**src/rtl/dna_pkg.sv**
```systemverilog
// Shared nucleotide codes, codon width and FSM encoding for the codon packer.
`default_nettype none

package dna_pkg;

  localparam logic [1:0] NUK_A    = 2'b00;
  localparam logic [1:0] NUK_C    = 2'b01;
  localparam logic [1:0] NUK_G    = 2'b10;
  localparam logic [1:0] NUK_T    = 2'b11;
  localparam int         KODON_W  = 6;
  localparam logic [1:0] SKOR_MAX = 2'b11;

  typedef enum logic [1:0] {
    BOS   = 2'd0,
    TOPLA = 2'd1,
    BEKLE = 2'd2,
    BITTI = 2'd3
  } durum_t;

endpackage

`default_nettype wire

```
**src/rtl/kodon_kaydirici.sv**
```systemverilog
// Packs three accepted 2-bit nucleotides into one 6-bit codon, first nucleotide in [5:4].
`default_nettype none

module kodon_kaydirici
  import dna_pkg::*;
(
  input  logic               clk,
  input  logic               rst_n,
  input  logic               i_kabul,
  input  logic [1:0]         i_nuk,
  output logic               o_tam,
  output logic [KODON_W-1:0] o_kodon
);

  logic [1:0] r_indeks;
  logic [3:0] r_kayit;

  // The codon is presented combinationally so the caller can load it on the 3rd accept edge.
  assign o_tam   = i_kabul && (r_indeks == 2'd2);
  assign o_kodon = {r_kayit, i_nuk};

  always_ff @(posedge clk or negedge rst_n) begin
    if (!rst_n) begin
      r_indeks <= 2'd0;
      r_kayit  <= 4'd0;
    end else if (i_kabul) begin
      r_kayit  <= {r_kayit[1:0], i_nuk};
      r_indeks <= (r_indeks == 2'd2) ? 2'd0 : r_indeks + 2'd1;
    end
  end

endmodule

`default_nettype wire

```
**src/rtl/kodon_paketleyici.sv**
```systemverilog
// Codon front-end and score sink: packs nucleotide pairs, feeds the comparator, accumulates skor.
`default_nettype none

module kodon_paketleyici
  import dna_pkg::*;
#(
  parameter  int KODON_SAYISI = 8,
  parameter  int SKOR_GECIKME = 1,
  localparam int SKOR_W       = $clog2(3*KODON_SAYISI+1),
  localparam int SAY_W        = $clog2(KODON_SAYISI+1)
) (
  input  logic               clk,
  input  logic               rst_n,
  input  logic               basla,
  input  logic               nuk_gecerli,
  input  logic [1:0]         nukleotid1,
  input  logic [1:0]         nukleotid2,
  output logic               hazir,
  output logic [KODON_W-1:0] kodon1,
  output logic [KODON_W-1:0] kodon2,
  output logic               kodon_gecerli,
  input  logic [1:0]         skor,
  output logic [SKOR_W-1:0]  toplam_skor,
  output logic [SAY_W-1:0]   tam_eslesme,
  output logic [SAY_W-1:0]   sifir_eslesme,
  output logic               bitti
);

  localparam int BEK_W = (SKOR_GECIKME < 1) ? 1 : $clog2(SKOR_GECIKME+1);

  durum_t             r_durum, w_sonraki;
  logic [BEK_W-1:0]   r_bekle;
  logic [SAY_W-1:0]   r_kodon_say;
  logic               w_kabul, w_tam1, w_tam2, w_tam;
  logic               w_ornekle, w_son, w_basla_al;
  logic [KODON_W-1:0] w_kodon1, w_kodon2;

  assign hazir      = (r_durum == TOPLA);
  assign w_kabul    = hazir && nuk_gecerli;
  assign w_tam      = w_tam1 && w_tam2;
  assign w_ornekle  = (r_durum == BEKLE) && (r_bekle == BEK_W'(SKOR_GECIKME));
  assign w_son      = (r_kodon_say == SAY_W'(KODON_SAYISI-1));
  assign w_basla_al = basla && ((r_durum == BOS) || (r_durum == BITTI));

  kodon_kaydirici u_kaydirici1 (
    .clk     (clk),
    .rst_n   (rst_n),
    .i_kabul (w_kabul),
    .i_nuk   (nukleotid1),
    .o_tam   (w_tam1),
    .o_kodon (w_kodon1)
  );

  kodon_kaydirici u_kaydirici2 (
    .clk     (clk),
    .rst_n   (rst_n),
    .i_kabul (w_kabul),
    .i_nuk   (nukleotid2),
    .o_tam   (w_tam2),
    .o_kodon (w_kodon2)
  );

  always_ff @(posedge clk or negedge rst_n) begin
    if (!rst_n) r_durum <= BOS;
    else        r_durum <= w_sonraki;
  end

  always_comb begin
    w_sonraki = r_durum;
    case (r_durum)
      BOS, BITTI: if (basla)     w_sonraki = TOPLA;
      TOPLA:      if (w_tam)     w_sonraki = BEKLE;
      BEKLE:      if (w_ornekle) w_sonraki = w_son ? BITTI : TOPLA;
      default:                   w_sonraki = BOS;
    endcase
  end

  always_ff @(posedge clk or negedge rst_n) begin
    if (!rst_n) begin
      kodon1        <= '0;
      kodon2        <= '0;
      kodon_gecerli <= 1'b0;
      r_bekle       <= '0;
      r_kodon_say   <= '0;
      toplam_skor   <= '0;
      tam_eslesme   <= '0;
      sifir_eslesme <= '0;
      bitti         <= 1'b0;
    end else begin
      kodon_gecerli <= w_tam;
      if (w_tam) begin
        kodon1  <= w_kodon1;
        kodon2  <= w_kodon2;
        r_bekle <= '0;
      end else if (r_durum == BEKLE) begin
        r_bekle <= r_bekle + BEK_W'(1);
      end
      if (w_basla_al) begin
        toplam_skor   <= '0;
        tam_eslesme   <= '0;
        sifir_eslesme <= '0;
        bitti         <= 1'b0;
        r_kodon_say   <= '0;
      end
      // The comparator result for the held codon is valid exactly on this edge.
      if (w_ornekle) begin
        toplam_skor <= toplam_skor + SKOR_W'(skor);
        if (skor == SKOR_MAX) tam_eslesme   <= tam_eslesme + SAY_W'(1);
        if (skor == 2'b00)    sifir_eslesme <= sifir_eslesme + SAY_W'(1);
        if (w_son) bitti       <= 1'b1;
        else       r_kodon_say <= r_kodon_say + SAY_W'(1);
      end
    end
  end

endmodule

`default_nettype wire
```
**config.mk**
```make
export PLATFORM = sky130hd
export DESIGN_NAME = kodon_paketleyici
export DESIGN_NICKNAME = d
export VERILOG_FILES = /design/src/rtl/dna_pkg.sv /design/src/rtl/kodon_kaydirici.sv /design/src/rtl/kodon_paketleyici.sv
export SDC_FILE = /design/constraint.sdc
export NUM_CORES = 1
export LEC_CHECK = 0
export CAP_MARGIN = 10
export CORE_MARGIN = 3
export CORE_UTILIZATION = 45
export CTS_CLUSTER_SIZE = 30
export DETAILED_ROUTE_END_ITERATION = 12
export HOLD_SLACK_MARGIN = 0.06
export PLACE_DENSITY = 0.7
export SLEW_MARGIN = 20
export SYNTH_ARGS = -nofsm -noshare
export SYNTH_HDL_FRONTEND = slang
export SYNTH_SLANG_ARGS = --single-unit
```
**constraint.sdc**
```tcl
create_clock -name clk -period 1.95 [get_ports clk]
set_input_delay 0.195 -clock clk [delete_from_list [all_inputs] [get_ports clk]]
set_output_delay 0.195 -clock clk [all_outputs]
set_load 0.02 [all_outputs]
```
# After elaboration in Yosys (flattened, before gate mapping)
# Index checks and enable logic that the tools add are counted.
[classes]
reduce_logical = 13
mux = 23
n_addsub = 7
n_eq_ne = 10
[ops]
columns = ["op", "n"]
rows = [
  ["two-way mux 4 bit", 9],
  ["adder 4 x 1 -> 4 bit (second input constant)", 3],
  ["two-way mux 2 bit", 6],
  ["equality test 2 bit (second input constant)", 5],
  ["two-way mux 5 bit", 2],
  ["logical AND 1 bit", 6],
  ["case mux 2 bit (3 select lines)", 1],
  ["adder 5 x 2 -> 5 bit", 1],
  ["two-way mux 1 bit", 5],
  ["adder 2 x 1 -> 2 bit (second input constant)", 2],
  ["equality test 4 x 3 -> 1 bit (second input constant)", 1],
  ["zero test 2 bit", 2],
  ["inequality test 2 bit (second input constant)", 2],
  ["nonzero test 2 bit", 2],
  ["AND reduction 3 bit", 1],
  ["equality test 2 x 1 -> 1 bit (second input constant)", 1],
  ["inequality test 2 x 1 -> 1 bit (second input constant)", 1],
  ["OR reduction 2 bit", 1],
  ["adder 1 bit (second input constant)", 1],
  ["logical OR 1 bit", 1],
]
[totals]
reg_bits = 46
out_inout_bits = 28
word_cells = 67

# Longest topological paths before layout
# Gate-level depths: netlist of run 1.
[depth]
depth_word = 6
depth_mapped = 7

# Hierarchy
# Synthesis of run 1 repeated with hierarchy kept, for this count alone.
[hier_totals]
hier_cells = 177
hier_area_um2 = 2164.6
[modules_own_cells]
columns = ["mod", "seq_area_each_um2", "area_each_um2", "cells_per_inst", "n_inst"]
rows = [
  ["kodon_paketleyici", 850.8, 1644.1, 139, 1],
  ["kodon_kaydirici", 150.1, 260.2, 19, 2],
]

# Least setup slack after synthesis of run 1
# OpenSTA, ideal clock, no wires.
[synth_path]
path_type = "flip-flop to flip-flop"
from = "register r_durum[1]"
to = "register kodon2[0]"
path_stages_with_launch = 8
required_ns = 1.823
setup_ns = 0.127
t_arrival_ns = 1.732
period_less_slack_ns = 1.859
path_buffers = 1
setup_slack_ns = 0.091
path_cell_list = "dfrtp_1 -> inv_1 -> ha_1 -> nand2_2 -> or2_1 -> buf_6 -> inv_4 -> mux2_1"
[synth_between]
elab_chain_len = 4
[synth_lines]
columns = ["element", "line", "text"]
rows = [
  ["start: declaration", "kodon_paketleyici.sv:31", "durum_t r_durum, w_sonraki;"],
  ["start signal: assignment", "kodon_paketleyici.sv:65", "else r_durum <= w_sonraki;"],
  ["equality test 2 x 1 -> 1 bit (*)", "kodon_paketleyici.sv:38", "assign hazir = (r_durum == TOPLA);"],
  ["named net hazir", "kodon_paketleyici.sv:18", "output logic hazir,"],
  ["logical AND 1 bit (*)", "kodon_paketleyici.sv:39", "assign w_kabul = hazir && nuk_gecerli;"],
  ["logical AND 1 bit", "kodon_kaydirici.sv:19", "assign o_tam = i_kabul && (r_indeks == 2'd2);"],
  ["logical AND 1 bit (*)", "kodon_paketleyici.sv:40", "assign w_tam = w_tam1 && w_tam2;"],
  ["named net w_tam", "kodon_paketleyici.sv:34", "logic w_kabul, w_tam1, w_tam2, w_tam;"],
  ["end signal: assignment", "kodon_paketleyici.sv:93", "kodon2 <= w_kodon2;"],
  ["end: declaration", "kodon_paketleyici.sv:20", "output logic [KODON_W-1:0] kodon2,"],
]
# Mark *: on every way through the listed nets, which the timed path passes. The rest lies on a longest branch.
# A chain may end at the register's enable or synchronous reset.

# Worst setup path in the final report of run 1
[layout_path]
from = "register r_durum[0]"
to = "register r_durum[0]"
[layout_between]
elab_chain_len = 6
[layout_lines]
columns = ["element", "line"]
rows = [
  ["equality test 2 x 1 -> 1 bit", "kodon_paketleyici.sv:38, kodon_paketleyici.sv:70"],
  ["logical AND 1 bit", "kodon_paketleyici.sv:39"],
  ["logical AND 1 bit", "kodon_kaydirici.sv:19"],
  ["logical AND 1 bit", "kodon_paketleyici.sv:40"],
  ["inequality test 2 x 1 -> 1 bit (no source line)", "--"],
  ["AND reduction 3 bit (no source line)", "--"],
]
# Several ways; a longest one is shown, not always the timed one.

==> results_dict.tcl, run 1 <==
set metrics [dict create \
    fin_crit_sh_pct 87.7 \
    die_y_um 75.0 \
    worstPathArrival_ps 1940 \
    ys_seq_elements 46 \
    ys.warnings.count 0 \
    final_cell_mix "dfrtp_1 (46), clkdlybuf4s50_1 (35), o21ai_0 (13)" \
    gp_congestion 0.880 \
    instances_no_fill 275 \
    cts_buffers 5 \
    synth_edf_count 0 \
    vdd_drop_max_v 0.000508 \
    portBuffers 37 \
    die_area_um2 5620 \
    clockBufferDepth 2 \
    dp_hpwl_um 3200 \
    tritoncts "built" \
    rsz0062_at_grt "no" \
    dieWidth_um 75.0 \
    setup-violations-final 0 \
    wl_per_cell_um 15.1 \
    dr.pass1.iters 4 \
    io_pins 38 \
    final.setup.tns_ps 0 \
    area_growth_pct 26.3 \
    grt_overflow 0 \
    viasPerCell 5.38 \
    clk_pin_slew_worst_paths_ps 90 \
    endpoint_kind "flop" \
    coreArea_um2 4470 \
    drc_errors 0 \
    avgSynthCellArea_um2 12.2 \
    maxSlewViolCount 0 \
    hold_viol_final 0 \
    crit_path_max_incr_delay_ps 470 \
    clock-sinks 46 \
    initial_utilization_pct 47.8 \
    p_leak_uw 0.00126 \
    synth_cell_types 39 \
    slowest_stage "a2111oi_2" \
    syn_inst 175 \
    insertedDiodeCount 0 \
    worst_slew_pin_slew_ps 546 \
    cts-root-buf "clkbuf_8" \
    layout.nets 241 \
    post-synth-top-area-cell "dfrtp_1" \
    yosys-top-cells-area "dfrtp_1 (54%), mux2_2 (5.8%), mux2_4 (5.6%)" \
    clk_latency_ps 300 \
    drt-initial-drc-count 69 \
    via_count 1479 \
    fin_util_pct 60.4 \
    outcome "completed" \
    power_density_nw_per_um2 1180 \
    cp_max_fo 8 \
    required_ps 2180 \
    cts_max_level 2 \
    rows 24 \
    fmax_ghz 0.585 \
    antenna_left 0 \
    wl_um 4160 \
    synth_flop_cell "dfrtp_1" \
    antenna_found_initial 0 \
    placedCellCount 266 \
    post-route-min-period_ps 1710 \
    relSlewSlack_pct 63.6 \
    critPathLaunchType "flop" \
    yosysSeqAreaShare_pct 53.8 \
    track_usage_pct 16.9 \
    final_common_cell "dfrtp_1" \
    syn_area_um2 2140 \
    skew_ps 10.7 \
    synth.top_cell.area_share_pct 53.8 \
    synth_nets 194 \
    drive_gt1_share_pct 18.4 \
    hold_path.class "primary input to asynchronous set/reset pin" \
    synthArstFlopShare_pct 100 \
    maxCapViolCount 0 \
    grt_pass1_vias 1540 \
    worstPathCellList "inv_1, ha_1, nor2b_1, a2111oi_2, mux2i_1" \
    grt_pass1_wl_um 7330 \
    grt_max_degree 23 \
    criticalPathCategory "flop to flop" \
]
## per-layer routing
metal | up-vias | global-route usage [%] | share of wire [%]
met2 | 32 | 27.9 | 52
met3 | 5 | 3.74 | 4.7
met1 | 732 | 22.8 | 43
li1 | 710 | - | -
met4 | 0 | 4.15 | 0.96
met5 | - | 0 | 0
## sequential cells by signal, indices dropped and copies added, names as in the netlist
name / count
bitti: 1
kodon1: 6
kodon2: 6
kodon_gecerli: 1
r_bekle: 1
r_durum: 2
r_kodon_say: 4
sifir_eslesme: 4
tam_eslesme: 4
toplam_skor: 5
u_kaydirici1.r_indeks: 2
u_kaydirici1.r_kayit: 4
u_kaydirici2.r_indeks: 2
u_kaydirici2.r_kayit: 4
## per-stage QoR
stage          power [µW]  hold WS [ps]  area [µm²]  setup WS, ps
6_report             3190           359        2700           239
5_1_grt              3400           424        2700          24.1
4_1_cts              3240           376        2700          7.95
3_5_place_dp         2620           177        2600          2.39
3_3_place_gp         2570           176        2600           103
2_1_floorplan        2130          -101        2140          90.9
## cells by family (layout without fill, tap and decap cells)
kind of cell / count (synthesis) / count (layout) / synth area share (%)
DFF: 46 / 46 / 53.8
and+or+nand+nor: 43 / 43 / 11.3
AOI/OAI and AO/OA: 30 / 30 / 9.12
muxes: 27 / 27 / 15.4
buffers and inverters: 17 / 65 / 3.62
adders and majority gates: 9 / 9 / 5.61
xor gates and xnor gates: 3 / 3 / 1.23
## final cells by class
class | instances | area, µm²
timing repair buffer | 46 | 438
clock buffer | 5 | 68.8
fill | 374 | 1770
inverter | 11 | 43.8
clock inverter | 3 | 25.0
sequential | 46 | 1150
tap | 52 | 65.1
multi-input combinational | 112 | 912
## Yosys cell counts (2+ instances only)
cell,instances
a21o_1,3
a21oi_1,5
and2_1,2
buf_2,3
clkbuf_1,2
dfrtp_1,46
ha_1,8
inv_1,10
mux2_1,4
mux2_2,11
mux2_4,8
mux2i_1,4
nand2_1,9
nand3_1,10
nand3b_1,2
nand4bb_1,2
nor2_1,5
nor2b_1,4
nor3_1,2
nor3b_1,2
o21ai_0,13
o2bb2ai_1,2
xor2_1,2
## critical path: cells and delay by family (launching register included)
family	cells	cell delay, ps
adders and majority gates	1	300
AOI/OAI and AO/OA	1	470
DFF	1	380
muxes	1	230
buffers and inverters	1	70
and+or+nand+nor	1	190
## worst paths after layout
| check | start | to | slack [ps] | depth (start not counted) |
|---|---|---|---|---|
| max | r_durum[0] | r_durum[0] | 240 | 5 |
| min | rst_n | kodon2[2] | 360 | 2 |
| max reg2reg | r_durum[0] | r_durum[0] | 240 | 5 |
| min reg2reg | kodon2[1] | kodon2[1] | 490 | 1 |
| max in group asynchronous | rst_n | sifir_eslesme[1] | 980 | 3 |
| min in group clk | kodon2[1] | kodon2[1] | 490 | 1 |
## power breakdown
group | internal (µW) | total (µW) | switching [µW]
sequential | 1230 | 1430 | 199
combinational | 634 | 1160 | 529
clock | 259 | 594 | 336
## what timing repair did
action                                 CTS  global route
setup endpoints to repair                0             1
buffers inserted                         0             0
endpoints found under the hold margin   20             0
hold buffers                             1             0
gates resized for setup                  0             1
No activity file was read; power rests on OpenSTA's default activity.
==> run 2: changes to the inputs <==
- ABC_AREA: default -> 1
- SETUP_SLACK_MARGIN: default -> 0.15
==> results_dict.tcl, run 2 <==
set metrics [dict create \
    gp_congestion 0.768 \
    rsz0062_at_grt "no" \
    endpoint_kind "flop" \
    initial_utilization_pct 47.8 \
    drc_errors 0 \
    swShare_pct 38.0 \
    register_area_um2 1150 \
    hold_viol_final 0 \
    coreArea_um2 4470 \
    via_count 1648 \
    viasPerCell 4.95 \
    worstPathCellList "inv_1, ha_2, nand2_4, inv_6, nand3_4, buf_4, nand2_1, o21ai_2" \
    cts_max_level 2 \
    grt_pass1_wl_um 7140 \
    clockBufferDepth 2 \
    fmax_ghz 0.613 \
    synth_cell_types 27 \
    synth_edf_count 0 \
    ys_seq_elements 46 \
    syn_area_um2 2140 \
    cp_max_fo 18 \
    post-route-min-period_ps 1630 \
    vdd_drop_max_v 0.000689 \
    die_area_um2 5620 \
    final_cell_mix "nand2_1 (58), dfrtp_1 (46), clkdlybuf4s50_1 (35)" \
    die_y_um 74.9 \
    relSlewSlack_pct 75.4 \
    syn_inst 232 \
    multiInputGateArea_um2 827 \
    slowest_stage "dfrtp_1" \
    avgSynthCellArea_um2 9.22 \
    synth_commonest_cells "nand2_1 (58), dfrtp_1 (46), inv_1 (27)" \
    synthArstFlopShare_pct 100 \
    post-synth-top-area-cell "dfrtp_1" \
    grt_pass1_vias 1608 \
    hold_path.class "primary input to asynchronous set/reset pin" \
    fin_crit_sh_pct 83.7 \
    clock-sinks 46 \
    skew_ps 5.49 \
    synth_nets 251 \
    reg.largest.list "kodon1 x6, kodon2 x6, toplam_skor x5" \
    worst_slew_pin_slew_ps 369 \
    grt_overflow 0 \
    pwr-share-comb_pct 37.0 \
    setup-violations-final 0 \
    criticalPathCategory "flop to flop" \
    tritoncts "built" \
    synth_flop_cell "dfrtp_1" \
    maxSlewViolCount 0 \
    grt_max_degree 19 \
    crit_buf_inv 3 \
    antenna_left 0 \
    required_ps 2160 \
    yosysSeqAreaShare_pct 53.8 \
    cts_buffers 5 \
    final_common_cell "nand2_1" \
    fin_ws_ps 318 \
    final.setup.tns_ps 0 \
    clk_pin_slew_worst_paths_ps 90 \
    outcome "completed" \
    p_leak_uw 0.00131 \
    wl_per_cell_um 12.5 \
    path_delay_family "buffers and inverters" \
    insertedDiodeCount 0 \
    dp_worst_setup_slack_ps 143 \
    dp_hpwl_um 2950 \
    crit_path_max_incr_delay_ps 410 \
    area_growth_pct 25.8 \
    fin_hold_ws_ps 326 \
    yosys-top-cells-area "dfrtp_1 (54%), nand2_1 (10%), nand3_1 (5.4%)" \
    synth.most_common_cell "nand2_1" \
    drt-initial-drc-count 70 \
    io_pins 38 \
    rows 24 \
    p_seq_share_pct 43.4 \
    maxCapViolCount 0 \
    p_int_uw 1970 \
    synth.top_cell.area_share_pct 53.8 \
    dr.pass1.iters 4 \
    portBuffers 37 \
    drive_gt1_share_pct 12.8 \
    critPathLaunchType "flop" \
    wl_um 4160 \
    clk_latency_ps 310 \
    track_usage_pct 16.6 \
    layout.nets 299 \
    worstPathArrival_ps 1840 \
    fillers 400 \
    cts-root-buf "clkbuf_8" \
    p_switching_uw 1210 \
    antenna_found_initial 0 \
    p_clk_share_pct 19.6 \
    power_density_nw_per_um2 1180 \
    dieWidth_um 74.9 \
    ys.warnings.count 0 \
]
-- run 2: cell types whose count changed after synthesis, moves of 8 or more --
| cell | before | now |
|---|---|---|
| mux2_4 | 8 | 0 |
| inv_1 | 10 | 27 |
| mux2_2 | 11 | 0 |
| nand3_1 | 10 | 23 |
| o21ai_0 | 13 | 23 |
| nand2_1 | 9 | 58 |
| o21ai_2 | 0 | 8 |
-- run 2: power by group through the flow --
| stage | Combinational (µW) | Sequential (µW) | Clock [µW] |
|---|---|---|---|
| after floorplan | 668 | 1490 | 0 |
| after CTS | 1180 | 1380 | 633 |
| after global routing | 1330 | 1420 | 664 |
| after detailed placement | 1190 | 1390 | 0 |
| after global placement | 1160 | 1390 | 0 |
| final | 1180 | 1380 | 622 |
-- run 2: kinds of logic after synthesis --
| group | Yosys count | share of synthesized area [%] |
|---|---|---|
| XOR/XNOR | 2 | 0.819 |
| flip-flops | 46 | 53.8 |
| buffers and inverters | 35 | 7.61 |
| AND/OR/NAND/NOR | 101 | 21.2 |
| AO/OA/AOI/OAI | 39 | 10.9 |
| adder cells (fa/ha/maj) | 9 | 5.62 |
-- run 2: area by class of cell --
class | instances | share of cell area (%)
clock buffer | 6 | 3.07
clock inverter | 2 | 0.465
inverter | 30 | 4.37
multi-input combinational | 151 | 30.7
sequential | 46 | 42.8
tap | 52 | 2.42
timing repair buffer | 46 | 16.1
-- run 2: metal layers --
layer / vias to the layer above / global-route usage, % / share of wire (%)
li1: 844 / - / -
met1: 765 / 22.3 / 47
met5: - / 0 / 0
met3: 4 / 4.27 / 5.1
met2: 35 / 26.0 / 47
met4: 0 / 6.32 / 0.67
-- run 2: final timing paths --
check                                         from                      end  slack (ps)  cells past startpoint
max                                     r_durum[1]                kodon1[1]         320                      8
min                                          rst_n           r_kodon_say[0]         330                      2
max reg2reg                             r_durum[1]                kodon1[1]         320                      8
min reg2reg                u_kaydirici1.r_kayit[2]                kodon1[4]         480                      2
max in group asynchronous                    rst_n  u_kaydirici2.r_kayit[2]        1080                      3
min in group clk                     nukleotid1[1]                kodon1[1]         450                      3
-- run 2: stage by stage --
stage	std cells	instance area [µm²]	util [%]	power, µW
global route	333	2690	60.1	3410
floorplan	232	2140	-	2160
finish	333	2690	60.1	3180
global placement	320	2550	57.1	2550
CTS	329	2660	59.4	3200
detailed placement	320	2550	57.1	2580
-- run 2: timing repair --
| action | 4_1_cts | 5_1_grt |
|---|---|---|
| resized for setup | 1 | 1 |
| hold buffers | 1 | 0 |
| endpoints found under the setup margin | 1 | 8 |
| endpoints found under the hold margin | 14 | 0 |
| pin swaps | 0 | 0 |
| buffers inserted | 0 | 4 |
